--- src/rtl/fetch_ctrl.sv ---
// Instruction-fetch sequencer: owns the PC, issues one imem access at a time and
// hands each fetched word with its PC to decode over a valid/ready handshake.
module fetch_ctrl #(
    parameter logic [31:0] RESET_PC = 32'h0000_0000
) (
    input  logic        clk,
    input  logic        rst,
    output logic        imem_req,
    output logic [31:0] imem_addr,
    input  logic        imem_gnt,
    input  logic        imem_rvalid,
    input  logic [31:0] imem_rdata,
    input  logic        redirect_valid,
    input  logic [31:0] redirect_pc,
    output logic        instr_valid,
    input  logic        instr_ready,
    output logic [31:0] instr_data,
    output logic [31:0] instr_pc
);

    // Handshake: a word transfers to decode on a rising clk edge where
    // instr_valid && instr_ready; instr_valid never waits on instr_ready.
    typedef enum logic [1:0] {IDLE, REQ, WAIT, HOLD} state_e;

    state_e      state_q, state_d;
    logic [31:0] pc_q, pc_d;
    logic        drop_q, drop_d;
    logic [31:0] instr_data_q, instr_data_d;
    logic [31:0] instr_pc_q, instr_pc_d;
    logic [31:0] redirect_pc_al;

    assign redirect_pc_al = redirect_pc & 32'hFFFF_FFFC;

    always_comb begin
        state_d      = state_q;
        pc_d         = pc_q;
        drop_d       = drop_q;
        instr_data_d = instr_data_q;
        instr_pc_d   = instr_pc_q;
        case (state_q)
            IDLE: state_d = REQ;
            REQ: begin
                if (redirect_valid) begin
                    pc_d = redirect_pc_al;
                end
                // A grant alongside a redirect still launches the old PC; mark it stale.
                if (imem_gnt) begin
                    state_d = WAIT;
                    drop_d  = redirect_valid;
                end
            end
            WAIT: begin
                if (redirect_valid) begin
                    pc_d   = redirect_pc_al;
                    drop_d = 1'b1;
                end
                if (imem_rvalid) begin
                    if (drop_q || redirect_valid) begin
                        drop_d  = 1'b0;
                        state_d = REQ;
                    end else begin
                        instr_data_d = imem_rdata;
                        instr_pc_d   = pc_q;
                        pc_d         = pc_q + 32'd4;
                        state_d      = HOLD;
                    end
                end
            end
            HOLD: begin
                if (instr_ready) begin
                    state_d = REQ;
                end
                if (redirect_valid) begin
                    pc_d    = redirect_pc_al;
                    state_d = REQ;
                end
            end
            default: state_d = IDLE;
        endcase
    end

    always_ff @(posedge clk) begin
        if (!rst) begin
            state_q      <= IDLE;
            pc_q         <= RESET_PC;
            drop_q       <= 1'b0;
            instr_data_q <= 32'h0;
            instr_pc_q   <= 32'h0;
        end else begin
            state_q      <= state_d;
            pc_q         <= pc_d;
            drop_q       <= drop_d;
            instr_data_q <= instr_data_d;
            instr_pc_q   <= instr_pc_d;
        end
    end

    assign imem_req    = (state_q == REQ);
    assign imem_addr   = pc_q;
    assign instr_valid = (state_q == HOLD);
    assign instr_data  = instr_data_q;
    assign instr_pc    = instr_pc_q;

endmodule

--- config.mk ---
export PLATFORM = sky130hd
export DESIGN_NAME = fetch_ctrl
export DESIGN_NICKNAME = d
export VERILOG_FILES = /design/src/rtl/fetch_ctrl.sv
export SDC_FILE = /design/constraint.sdc
export NUM_CORES = 1
export LEC_CHECK = 0
export ABC_AREA = 1
export BUFFER_PORTS_ARGS = -buffer_cell sky130_fd_sc_hd__buf_2
export CORE_MARGIN = 2
export CORE_UTILIZATION = 40
export DETAILED_ROUTE_END_ITERATION = 8
export GPL_ROUTABILITY_DRIVEN = 0
export GPL_TIMING_DRIVEN = 0
export PLACE_DENSITY = 0.76
export SLEW_MARGIN = 30
export SYNTH_ARGS = -nofsm -noshare
export SYNTH_HDL_FRONTEND = slang
export SYNTH_SLANG_ARGS = --single-unit
--- constraint.sdc ---
create_clock -name clk -period 1.8 [get_ports clk]
set_input_delay 0.18 -clock clk [delete_from_list [all_inputs] [get_ports clk]]
set_output_delay 0.18 -clock clk [all_outputs]
set_load 0.05 [all_outputs]
==> results of run 1 <==
[logic make-up (layout without fill, tap and decap cells)]
logic type	count (synthesis)	in the layout	synth area share [%]
xor+xnor	7	7	1.191
mux	1	1	0.1945
fa+ha+maj	6	6	1.459
compound gates	253	253	25.24
simple gates	246	246	21.35
flops	99	99	38.51
buf+inv	150	333	12.06
[per-stage QoR]
| stage | std cells | instance area [µm²] | total power [mW] | setup slack (ps) |
|---|---|---|---|---|
| CTS | 1114 | 6558 | 6.428 | 2.121 |
| global placement | 1098 | 6187 | 4.130 | -103.6 |
| detailed placement | 1098 | 6187 | 4.150 | -191.4 |
| floorplan | 762 | 5151 | 3.700 | 2.918 |
| global route | 1117 | 6650 | 6.752 | -21.56 |
| finish | 1117 | 6650 | 6.446 | 105.4 |
[critical path, stage by stage (launching register included)]
cell,delay [ps]
sky130_fd_sc_hd__dfxtp_1,410
sky130_fd_sc_hd__inv_1,90
sky130_fd_sc_hd__ha_1,210
sky130_fd_sc_hd__nand3_1,100
sky130_fd_sc_hd__clkbuf_4,240
sky130_fd_sc_hd__buf_1,370
sky130_fd_sc_hd__a21oi_1,130
[worst paths after layout]
| kind | from | end | slack [ps] | cells past startpoint |
|---|---|---|---|---|
| setup / recovery | state_q[0] | instr_data[18] | 110 | 6 |
| hold / removal | redirect_pc[5] | imem_addr[5] | 80 | 3 |
| setup reg to reg | state_q[0] | instr_data[18] | 110 | 6 |
| hold reg to reg | instr_pc[5] | instr_pc[5] | 440 | 2 |
[flip-flops by register name, indices dropped and copies added, names as in the netlist]
register    count
instr_pc       32
drop_q          1
instr_data     32
imem_addr      32
state_q         2
[timing repair]
action / in CTS / in global routing
resized for setup: 9 / 43
pin swaps: 0 / 3
buffers inserted: 0 / 4
hold endpoints to repair: 0 / 0
endpoints found under the setup margin: 30 / 92
[synth_stat cells (6+ instances only)]
| library cell | number |
|---|---|
| sky130_fd_sc_hd__xor2_1 | 7 |
| sky130_fd_sc_hd__nand3_1 | 16 |
| sky130_fd_sc_hd__dfxtp_1 | 99 |
| sky130_fd_sc_hd__nand2_1 | 148 |
| sky130_fd_sc_hd__o21ai_0 | 108 |
| sky130_fd_sc_hd__a21oi_1 | 128 |
| sky130_fd_sc_hd__clkbuf_1 | 29 |
| sky130_fd_sc_hd__ha_1 | 6 |
| sky130_fd_sc_hd__nor2_2 | 13 |
| sky130_fd_sc_hd__nor2_1 | 41 |
| sky130_fd_sc_hd__inv_1 | 106 |
[power by group]
group | leakage [nW] | total [mW] | internal, mW | switching (mW)
combinational | 1.92 | 1.60 | 0.471 | 1.13
sequential | 0.808 | 2.58 | 2.34 | 0.235
clock | 0.169 | 2.27 | 1.40 | 0.870
total | 2.90 | 6.45 | 4.21 | 2.23
[layer usage]
layer  vias up  part of all wire (%)
met2       198                    45
li1       2824                     -
met1      2447                    46
met4         0                   2.1
met5         -                     0
met3        24                   6.7
[layout make-up]
class / count / area (µm²)
Sequential cell: 99 / 1997
Fill cell: 1236 / 5918
Inverter: 109 / 416.7
Clock buffer: 10 / 239.0
Buffer: 40 / 226.5
Tap cell: 172 / 215.2
Timing Repair Buffer: 168 / 850.8
Multi-Input combinational cell: 513 / 2594
Clock inverter: 6 / 111.4
==> results.sh, run 1 <==
export IMPL_synth_edf_count=0
export IMPL_clock_tree_buffer_depth=2
export IMPL_period_minus_slack_ps=1695
export IMPL_post_synth_num_cell_types=42
export IMPL_status="finished clean"
export IMPL_tritoncts="done"
export IMPL_clock_latency_late_sink_ps=350
export IMPL_timing_worst_slew_pin_value_ps=653.5
export IMPL_cts_sinks=99
export IMPL_setup_worst_path_class="reg -> reg"
export IMPL_setup_skew_ps=9.257
export IMPL_cts_hold_repair_buffers=0
export IMPL_final_report_setup_violation_count=0
export IMPL_postRouteWirelength_mm=15.70
export IMPL_globalRouteTotalUtil_pct=22.63
export IMPL_met3_layer_usage_reported_by_global_route_pct=4.377
export IMPL_setup_repair_after_global_routing_missed_its_margin="yes"
export IMPL_routed_wire_length_per_instance_um=14.05
export IMPL_synth_net_count=838
export IMPL_initial_utilization_pct=40.95
export IMPL_cp_max_fo=10
export IMPL_end_kind="flop"
export IMPL_drive_gt1_share_pct=28.04
export IMPL_cts_root_buffer_cell="sky130_fd_sc_hd__clkbuf_16"
export IMPL_most_common_cell_after_layout_fill_and_taps_aside="sky130_fd_sc_hd__buf_2"
export IMPL_io_pins=168
export IMPL_detail_placement_hpwl_mm=11.63
export IMPL_achievable_frequency_mhz=590.1
export IMPL_syn_avg_cell_area_um2=6.754
export IMPL_detailedRoute_firstIterationViolations=451
export IMPL_vias=5493
export IMPL_met1_track_usage_gr_pct=30.55
export IMPL_clock_tree_htree_level_count=3
export IMPL_grt_max_degree=17
export IMPL_die_span_y_um=117.4
export IMPL_min_path_type="in -> reg"
export IMPL_grt_pass1_vias=5055
export IMPL_grt_antenna_before_repair=0
export IMPL_grt_use_met2_pct=36.29
export IMPL_post_route_util_pct=52.91
export IMPL_relSlewSlack_pct=56.43
export IMPL_detail_route_vias_per_cell=4.918
export IMPL_clock_pin_slew_worst_setup_and_hold_paths_ps=70
export IMPL_die_area_mm2=0.01379
export IMPL_ys_seq_elements=99
export IMPL_final_hold_viol_count=0
export IMPL_synth_area_top_cells="sky130_fd_sc_hd__dfxtp_1 (39%), sky130_fd_sc_hd__a21oi_1 (12%), sky130_fd_sc_hd__nand2_1 (11%)"
export IMPL_post_synth_top_area_cell="sky130_fd_sc_hd__dfxtp_1"
export IMPL_grt_most_used_layer="met2"
export IMPL_global_route_overflow_total=0
export IMPL_grt_first_pass_wirelength_mm=25.21
export IMPL_cts_made_buffers=9
export IMPL_max_capacitance_violation_count=0
export IMPL_worstSetupStartpointType="flop"
export IMPL_pre_repair_dr_iteration_count=5
export IMPL_synth_top_area_share_pct=38.51
export IMPL_synthToLayoutAreaGrowth_pct=29.22
export IMPL_postSynth_asyncResetShare_pct=0
export IMPL_leakage_nw=2.900
export IMPL_synth_yosys_seq_area_share_pct=38.51
export IMPL_final_min_period_over_clock_period_pct=94.14
export IMPL_drt_antenna_violating_nets=0
export IMPL_final_cell_mix="sky130_fd_sc_hd__buf_2 (168), sky130_fd_sc_hd__nand2_1 (146), sky130_fd_sc_hd__a21oi_1 (128), sky130_fd_sc_hd__o21ai_0 (108), sky130_fd_sc_hd__inv_1 (105)"
export IMPL_ys_flop_type="sky130_fd_sc_hd__dfxtp_1"
export IMPL_slew_violations=0
export IMPL_critPathArrivalTime_ps=1920
export IMPL_placement_rows=41
export IMPL_drcViolationCount=0
export IMPL_n_antenna_cell=0
export IMPL_setup_tns_final_ps=0
export IMPL_worst_ep_required_time_ps=2030
export IMPL_yosys_warnings=0
export IMPL_power_ir_vdd_worst_mv=0.4886
export IMPL_final_hold_worst_slack_ps=81.36
export IMPL_port_buffers=164
export IMPL_power_per_cell_area_mw_per_mm2=969.3
export IMPL_netlist_area_mm2=0.005146
export IMPL_fp_coreArea_mm2=0.01257
export IMPL_post_synth_inst_count=762
export IMPL_fp_dieW_um=117.4
export IMPL_num_nets_final=1016
No activity file was read; power rests on OpenSTA's default activity.
==> run 2: changes to the inputs <==
RECOVER_POWER = 100   (was default)
clock period = 1.9 ns   (was 1.8 ns; I/O delays follow)
==> run 2 against run 1 <==
Final area down 3.4%. Sequential share of layout area rose by 0.88 points. Sequential power down 5%. Maximum frequency fell by 1.4%. Wire length increased by 0.66%. Non-clock buffer count rose by 1. Worst setup slack gained 76 ps. Critical path depth grew 3. First-iteration DRC count fell by 20%. Die area unchanged. Critical path type unchanged. Largest cell class unchanged. Largest power group unchanged. Highest routed layer unchanged.
==> results.sh, run 2 (same netlist as run 1, synthesis figures left out) <==
export IMPL_status="finished clean"
export IMPL_io_pins=168
export IMPL_most_common_cell_after_layout_fill_and_taps_aside="sky130_fd_sc_hd__nand2_1"
export IMPL_drt_antenna_violating_nets=0
export IMPL_cts_root_buffer_cell="sky130_fd_sc_hd__clkbuf_16"
export IMPL_pre_repair_dr_iteration_count=5
export IMPL_setup_skew_ps=9.518
export IMPL_clock_latency_late_sink_ps=350
export IMPL_synthToLayoutAreaGrowth_pct=24.85
export IMPL_power_per_cell_area_mw_per_mm2=885.2
export IMPL_drive_gt1_share_pct=16.07
export IMPL_clock_tree_buffer_depth=2
export IMPL_drcViolationCount=0
export IMPL_grt_max_degree=19
export IMPL_final_hold_worst_slack_ps=95.45
export IMPL_globalRouteTotalUtil_pct=22.70
export IMPL_placement_rows=41
export IMPL_die_area_mm2=0.01379
export IMPL_cts_made_buffers=9
export IMPL_n_antenna_cell=0
export IMPL_power_ir_vdd_worst_mv=0.4178
export IMPL_grt_first_pass_wirelength_mm=25.52
export IMPL_cp_max_fo=10
export IMPL_final_hold_viol_count=0
export IMPL_clock_tree_htree_level_count=3
export IMPL_global_route_overflow_total=0
export IMPL_relSlewSlack_pct=51.68
export IMPL_fp_dieW_um=117.4
export IMPL_tritoncts="done"
export IMPL_critPathArrivalTime_ps=1960
export IMPL_final_min_period_over_clock_period_pct=90.44
export IMPL_worst_ep_required_time_ps=2140
export IMPL_achievable_frequency_mhz=582.0
export IMPL_num_nets_final=1017
export IMPL_min_path_type="in -> reg"
export IMPL_place_worst_setup_slack_ps=-61.64
export IMPL_detailedRoute_firstIterationViolations=362
export IMPL_final_cell_mix="sky130_fd_sc_hd__nand2_1 (147), sky130_fd_sc_hd__a21oi_1 (128), sky130_fd_sc_hd__clkbuf_1 (114), sky130_fd_sc_hd__o21ai_0 (108), sky130_fd_sc_hd__inv_1 (105)"
export IMPL_worstSetupStartpointType="flop"
export IMPL_vias=5607
export IMPL_postRouteWirelength_mm=15.80
export IMPL_setup_worst_path_class="reg -> reg"
export IMPL_final_setup_worst_slack_ps=181.7
export IMPL_setup_repair_after_global_routing_missed_its_margin="no"
export IMPL_max_capacitance_violation_count=0
export IMPL_cts_hold_repair_buffers=0
export IMPL_initial_utilization_pct=40.95
export IMPL_port_buffers=164
export IMPL_grt_pass1_vias=5077
export IMPL_routed_wire_length_per_instance_um=14.13
export IMPL_grt_antenna_before_repair=0
export IMPL_leakage_nw=2.457
export IMPL_final_report_setup_violation_count=0
export IMPL_timing_worst_slew_pin_value_ps=724.9
export IMPL_die_span_y_um=117.4
export IMPL_fp_coreArea_mm2=0.01257
export IMPL_detail_route_vias_per_cell=5.015
export IMPL_cts_sinks=99
export IMPL_end_kind="flop"
export IMPL_clock_pin_slew_worst_setup_and_hold_paths_ps=80
export IMPL_detail_placement_hpwl_mm=11.79
export IMPL_slew_violations=0
export IMPL_period_minus_slack_ps=1718
==> run 2: cell count changes in the layout (fill, tap and decap cells not counted), sizes merged <==
cell and delta:
bufinv -3, inv +2, buf -98, clkbuf +98
clkinv +2
==> run 2: per-stage QoR <==
step	area [µm²]	util, %	cells	setup TNS, ps	total power [mW]
3_5_place_dp	6185	49.21	1098	-515.8	3.933
2_1_floorplan	5149	-	762	0	3.504
4_1_cts	6477	51.54	1114	0	5.692
3_3_place_gp	6185	49.21	1098	-27.00	3.915
6_report	6425	51.12	1118	0	5.687
5_1_grt	6425	51.12	1118	0	5.960
==> run 2: worst paths after layout <==
| check | slack (ps) | start | cells past startpoint | endpoint |
|---|---|---|---|---|
| worst max-delay path | 180 | state_q[1] | 9 | imem_addr[21] |
| worst min-delay path | 100 | redirect_pc[5] | 3 | imem_addr[5] |
| worst max register to register | 180 | state_q[1] | 9 | imem_addr[21] |
| worst min register to register | 450 | instr_data[0] | 2 | instr_data[0] |
==> run 2: repair_timing <==
item                                   4_1_cts  5_1_grt
setup endpoints to repair                   22       75
setup buffers                                0        5
resized for setup                            2       35
endpoints found under the hold margin        0        0
gates cloned                                 0        0
pin swaps                                    0        2
==> run 2: layout make-up <==
class / instances / area, µm²
clock buffers: 9 / 225.2
repair buffers: 169 / 734.5
fillers: 1303 / 6143
clock inverters: 7 / 58.81
plain buffers: 40 / 222.7
flip-flops and latches: 99 / 1986
inverters: 109 / 414.1
well taps: 172 / 215.2
multi-input cells: 513 / 2569
==> run 2: where the power goes <==
group	internal, mW	switching (mW)	leakage (nW)	total [mW]
clock	0.911	0.870	0.138	1.78
sequential	2.21	0.224	0.805	2.44
combinational	0.406	1.06	1.51	1.47
total	3.53	2.16	2.46	5.69
==> run 2: routing by layer <==
layer	GRT usage [%]	vias up	wire [µm]
li1	-	2826	-
met1	30.43	2528	7147
met2	36.84	223	7150
met3	4.134	30	1051
met4	7.681	0	452
met5	0	-	0
==> run 2: worst max-delay path, cell delays in order, from the launching register on <==
cell                      delay, ps
sky130_fd_sc_hd__dfxtp_2        350
sky130_fd_sc_hd__inv_1           80
sky130_fd_sc_hd__ha_1           210
sky130_fd_sc_hd__inv_2          100
sky130_fd_sc_hd__nand3_4        120
sky130_fd_sc_hd__nor2_8         200
sky130_fd_sc_hd__buf_4          210
sky130_fd_sc_hd__o21ai_0        120
sky130_fd_sc_hd__a31oi_1        160
sky130_fd_sc_hd__nor2_1          50
==> run 3: changes to the inputs <==
==> constraint.sdc (replaced) <==
create_clock -name clk -period 1.9 [get_ports clk]
set_input_delay 0 -clock clk [delete_from_list [all_inputs] [get_ports clk]]
set_output_delay 0 -clock clk [all_outputs]
set_load 0.05 [all_outputs]
==> run 3 against run 2 <==
Maximum frequency decreased by 0.57%. Critical endpoint is now imem_addr[5]. Critical path type unchanged. Via count up 2.3%. Largest power group unchanged. Clock skew fell by 0.51 ps. Core utilization increased by 2.8 points. Worst setup slack got worse by 9.8 ps.
==> results.sh, run 3 (same netlist as run 1, synthesis figures left out) <==
export IMPL_initial_utilization_pct=40.95
export IMPL_timing_rr_start="state_q[1]"
export IMPL_drive_gt1_share_pct=15.27
export IMPL_final_setup_worst_slack_ps=171.9
export IMPL_vias=5736
export IMPL_clock_tree_buffer_depth=2
export IMPL_cts_sinks=99
export IMPL_placed_area_mm2=0.006185
export IMPL_detail_placement_hpwl_mm=11.79
export IMPL_detail_route_vias_per_cell=4.971
export IMPL_fp_coreArea_mm2=0.01257
export IMPL_placedCellCount=1098
export IMPL_n_antenna_cell=0
export IMPL_postLayoutCellArea_mm2=0.006775
export IMPL_grt_antenna_before_repair=0
export IMPL_final_cells=1154
export IMPL_drcViolationCount=0
export IMPL_pre_repair_dr_iteration_count=5
export IMPL_worst_ep_required_time_ps=2110
export IMPL_most_common_cell_after_layout_fill_and_taps_aside="sky130_fd_sc_hd__nand2_1"
export IMPL_final_hold_viol_count=0
export IMPL_multi_input_gate_area_in_the_final_layout_mm2=0.002566
export IMPL_cp_max_fo=6
export IMPL_startpoint="state_q[1]"
export IMPL_power_ir_vdd_worst_mv=0.4200
export IMPL_die_span_y_um=117.4
export IMPL_die_area_mm2=0.01379
export IMPL_fp_dieW_um=117.4
export IMPL_cts_made_buffers=9
export IMPL_clock_tree_htree_level_count=3
export IMPL_finalPower_mw=5.747
export IMPL_worst_r2r_cell_count=10
export IMPL_detailedRoute_firstIterationViolations=433
export IMPL_min_path_type="in -> reg"
export IMPL_clock_latency_late_sink_ps=340
export IMPL_minimum_setup_slack_among_reg_to_reg_paths_ps=170
export IMPL_grt_max_degree=19
export IMPL_endpoint="imem_addr[5]"
export IMPL_final_cell_mix="sky130_fd_sc_hd__nand2_1 (147), sky130_fd_sc_hd__a21oi_1 (128), sky130_fd_sc_hd__clkbuf_1 (115), sky130_fd_sc_hd__o21ai_0 (109), sky130_fd_sc_hd__inv_1 (105)"
export IMPL_cp_cell_instances="inv_1 > ha_1 > inv_2 > nand3_4 > nor2_8 > nand2_4 > nand2_1 > inv_1 > o21ai_0 > a21oi_1"
export IMPL_tritoncts="done"
export IMPL_globalRouteTotalUtil_pct=23.71
export IMPL_placement_rows=41
export IMPL_final_min_period_over_clock_period_pct=90.95
export IMPL_period_minus_slack_ps=1728
export IMPL_grt_pass1_vias=5387
export IMPL_drt_antenna_violating_nets=0
export IMPL_place_worst_setup_slack_ps=-61.64
export IMPL_end_kind="flop"
export IMPL_relSlewSlack_pct=54.93
export IMPL_status="finished clean"
export IMPL_r2r_end="imem_addr[5]"
export IMPL_timing_worst_slew_pin_value_ps=676.1
export IMPL_achievable_frequency_mhz=578.7
export IMPL_max_stage_delay_ps=350
export IMPL_filler_cell_count=1258
export IMPL_critPathSlowestCell="sky130_fd_sc_hd__dfxtp_2"
export IMPL_leakage_nw=2.603
export IMPL_final_report_setup_violation_count=0
export IMPL_grt_first_pass_wirelength_mm=26.72
export IMPL_clock_pin_slew_worst_setup_and_hold_paths_ps=70
export IMPL_power_per_cell_area_mw_per_mm2=848.2
export IMPL_max_capacitance_violation_count=0
export IMPL_cts_root_buffer_cell="sky130_fd_sc_hd__clkbuf_16"
export IMPL_num_nets_final=1053
export IMPL_global_route_overflow_total=0
export IMPL_setup_repair_after_global_routing_missed_its_margin="no"
export IMPL_postRouteWirelength_mm=16.61
export IMPL_setup_worst_path_class="reg -> reg"
export IMPL_setup_skew_ps=9.004
export IMPL_worstSetupStartpointType="flop"
export IMPL_port_buffers=164
export IMPL_ff_latch_area_mm2=0.001986
export IMPL_critPathArrivalTime_ps=1940
export IMPL_routed_wire_length_per_instance_um=14.39
export IMPL_critPathMostFrequentCell="sky130_fd_sc_hd__inv_1"
export IMPL_slew_violations=0
export IMPL_synthToLayoutAreaGrowth_pct=31.66
export IMPL_io_pins=168
[run 3: cell types whose count changed in the layout (fill, tap and decap cells not counted)]
cell / previous run / this run
sky130_fd_sc_hd__dlygate4sd3_1: 0 / 36
sky130_fd_sc_hd__clkbuf_1: 114 / 115
sky130_fd_sc_hd__clkbuf_2: 13 / 12
sky130_fd_sc_hd__clkbuf_4: 1 / 2
sky130_fd_sc_hd__clkbuf_8: 2 / 1
sky130_fd_sc_hd__nor2_1: 39 / 40
sky130_fd_sc_hd__nor2_2: 14 / 13
sky130_fd_sc_hd__o21ai_0: 108 / 109
sky130_fd_sc_hd__o21ai_1: 5 / 4
[run 3: how the worst min path moves through the flow]
stage                         from            to  slack, ps  cells past startpoint
floorplan           redirect_pc[5]  imem_addr[5]        150                      2
global placement    redirect_pc[5]  imem_addr[5]        270                      3
detailed placement  redirect_pc[5]  imem_addr[5]        270                      3
CTS                    imem_rvalid        drop_q          9                      4
global route           imem_rvalid        drop_q         50                      4
finish                 imem_rvalid        drop_q         30                      4
[run 3: critical path: cells and delay by family, from the launching register on]
kind	cells	cell delay, ps
buf+inv	3	240
simple gates	4	530
compound gates	2	270
flops	1	350
fa+ha+maj	1	210
[run 3: area by class of cell]
class | count | share of cell area, %
repair buffers | 205 | 16.18
clock inverters | 7 | 0.8680
well taps | 172 | 3.176
flip-flops and latches | 99 | 29.31
multi-input cells | 513 | 37.88
plain buffers | 40 | 3.158
inverters | 109 | 6.113
clock buffers | 9 | 3.324
[run 3: through the flow]
step           hold WS, ps  setup TNS [ps]  util (%)
6_report             25.30               0     53.91
5_1_grt              48.86               0     53.91
4_1_cts              9.067               0     54.41
3_5_place_dp         268.5          -515.8     49.21
3_3_place_gp         273.1          -27.00     49.21
2_1_floorplan        147.6               0         -
[run 3: report_power, final]
| group | internal, mW | total, mW | switching, mW |
|---|---|---|---|
| Clock | 0.910 | 1.78 | 0.868 |
| Combinational | 0.450 | 1.53 | 1.08 |
| Sequential | 2.21 | 2.44 | 0.224 |
[run 3: per-layer routing]
| layer | routed length (µm) | vias to the layer above | track usage, % |
|---|---|---|---|
| li1 | - | 2895 | - |
| met3 | 982 | 36 | 4.523 |
| met5 | 0 | - | 0 |
| met4 | 490 | 0 | 8.283 |
| met2 | 7627 | 213 | 39.47 |
| met1 | 7506 | 2592 | 30.73 |
[run 3: repair_timing]
item	CTS	global route
resized for setup	2	35
pin swaps	0	2
endpoints found under the hold margin	36	0
setup buffers	0	5
hold buffers	36	0
endpoints found under the setup margin	22	76
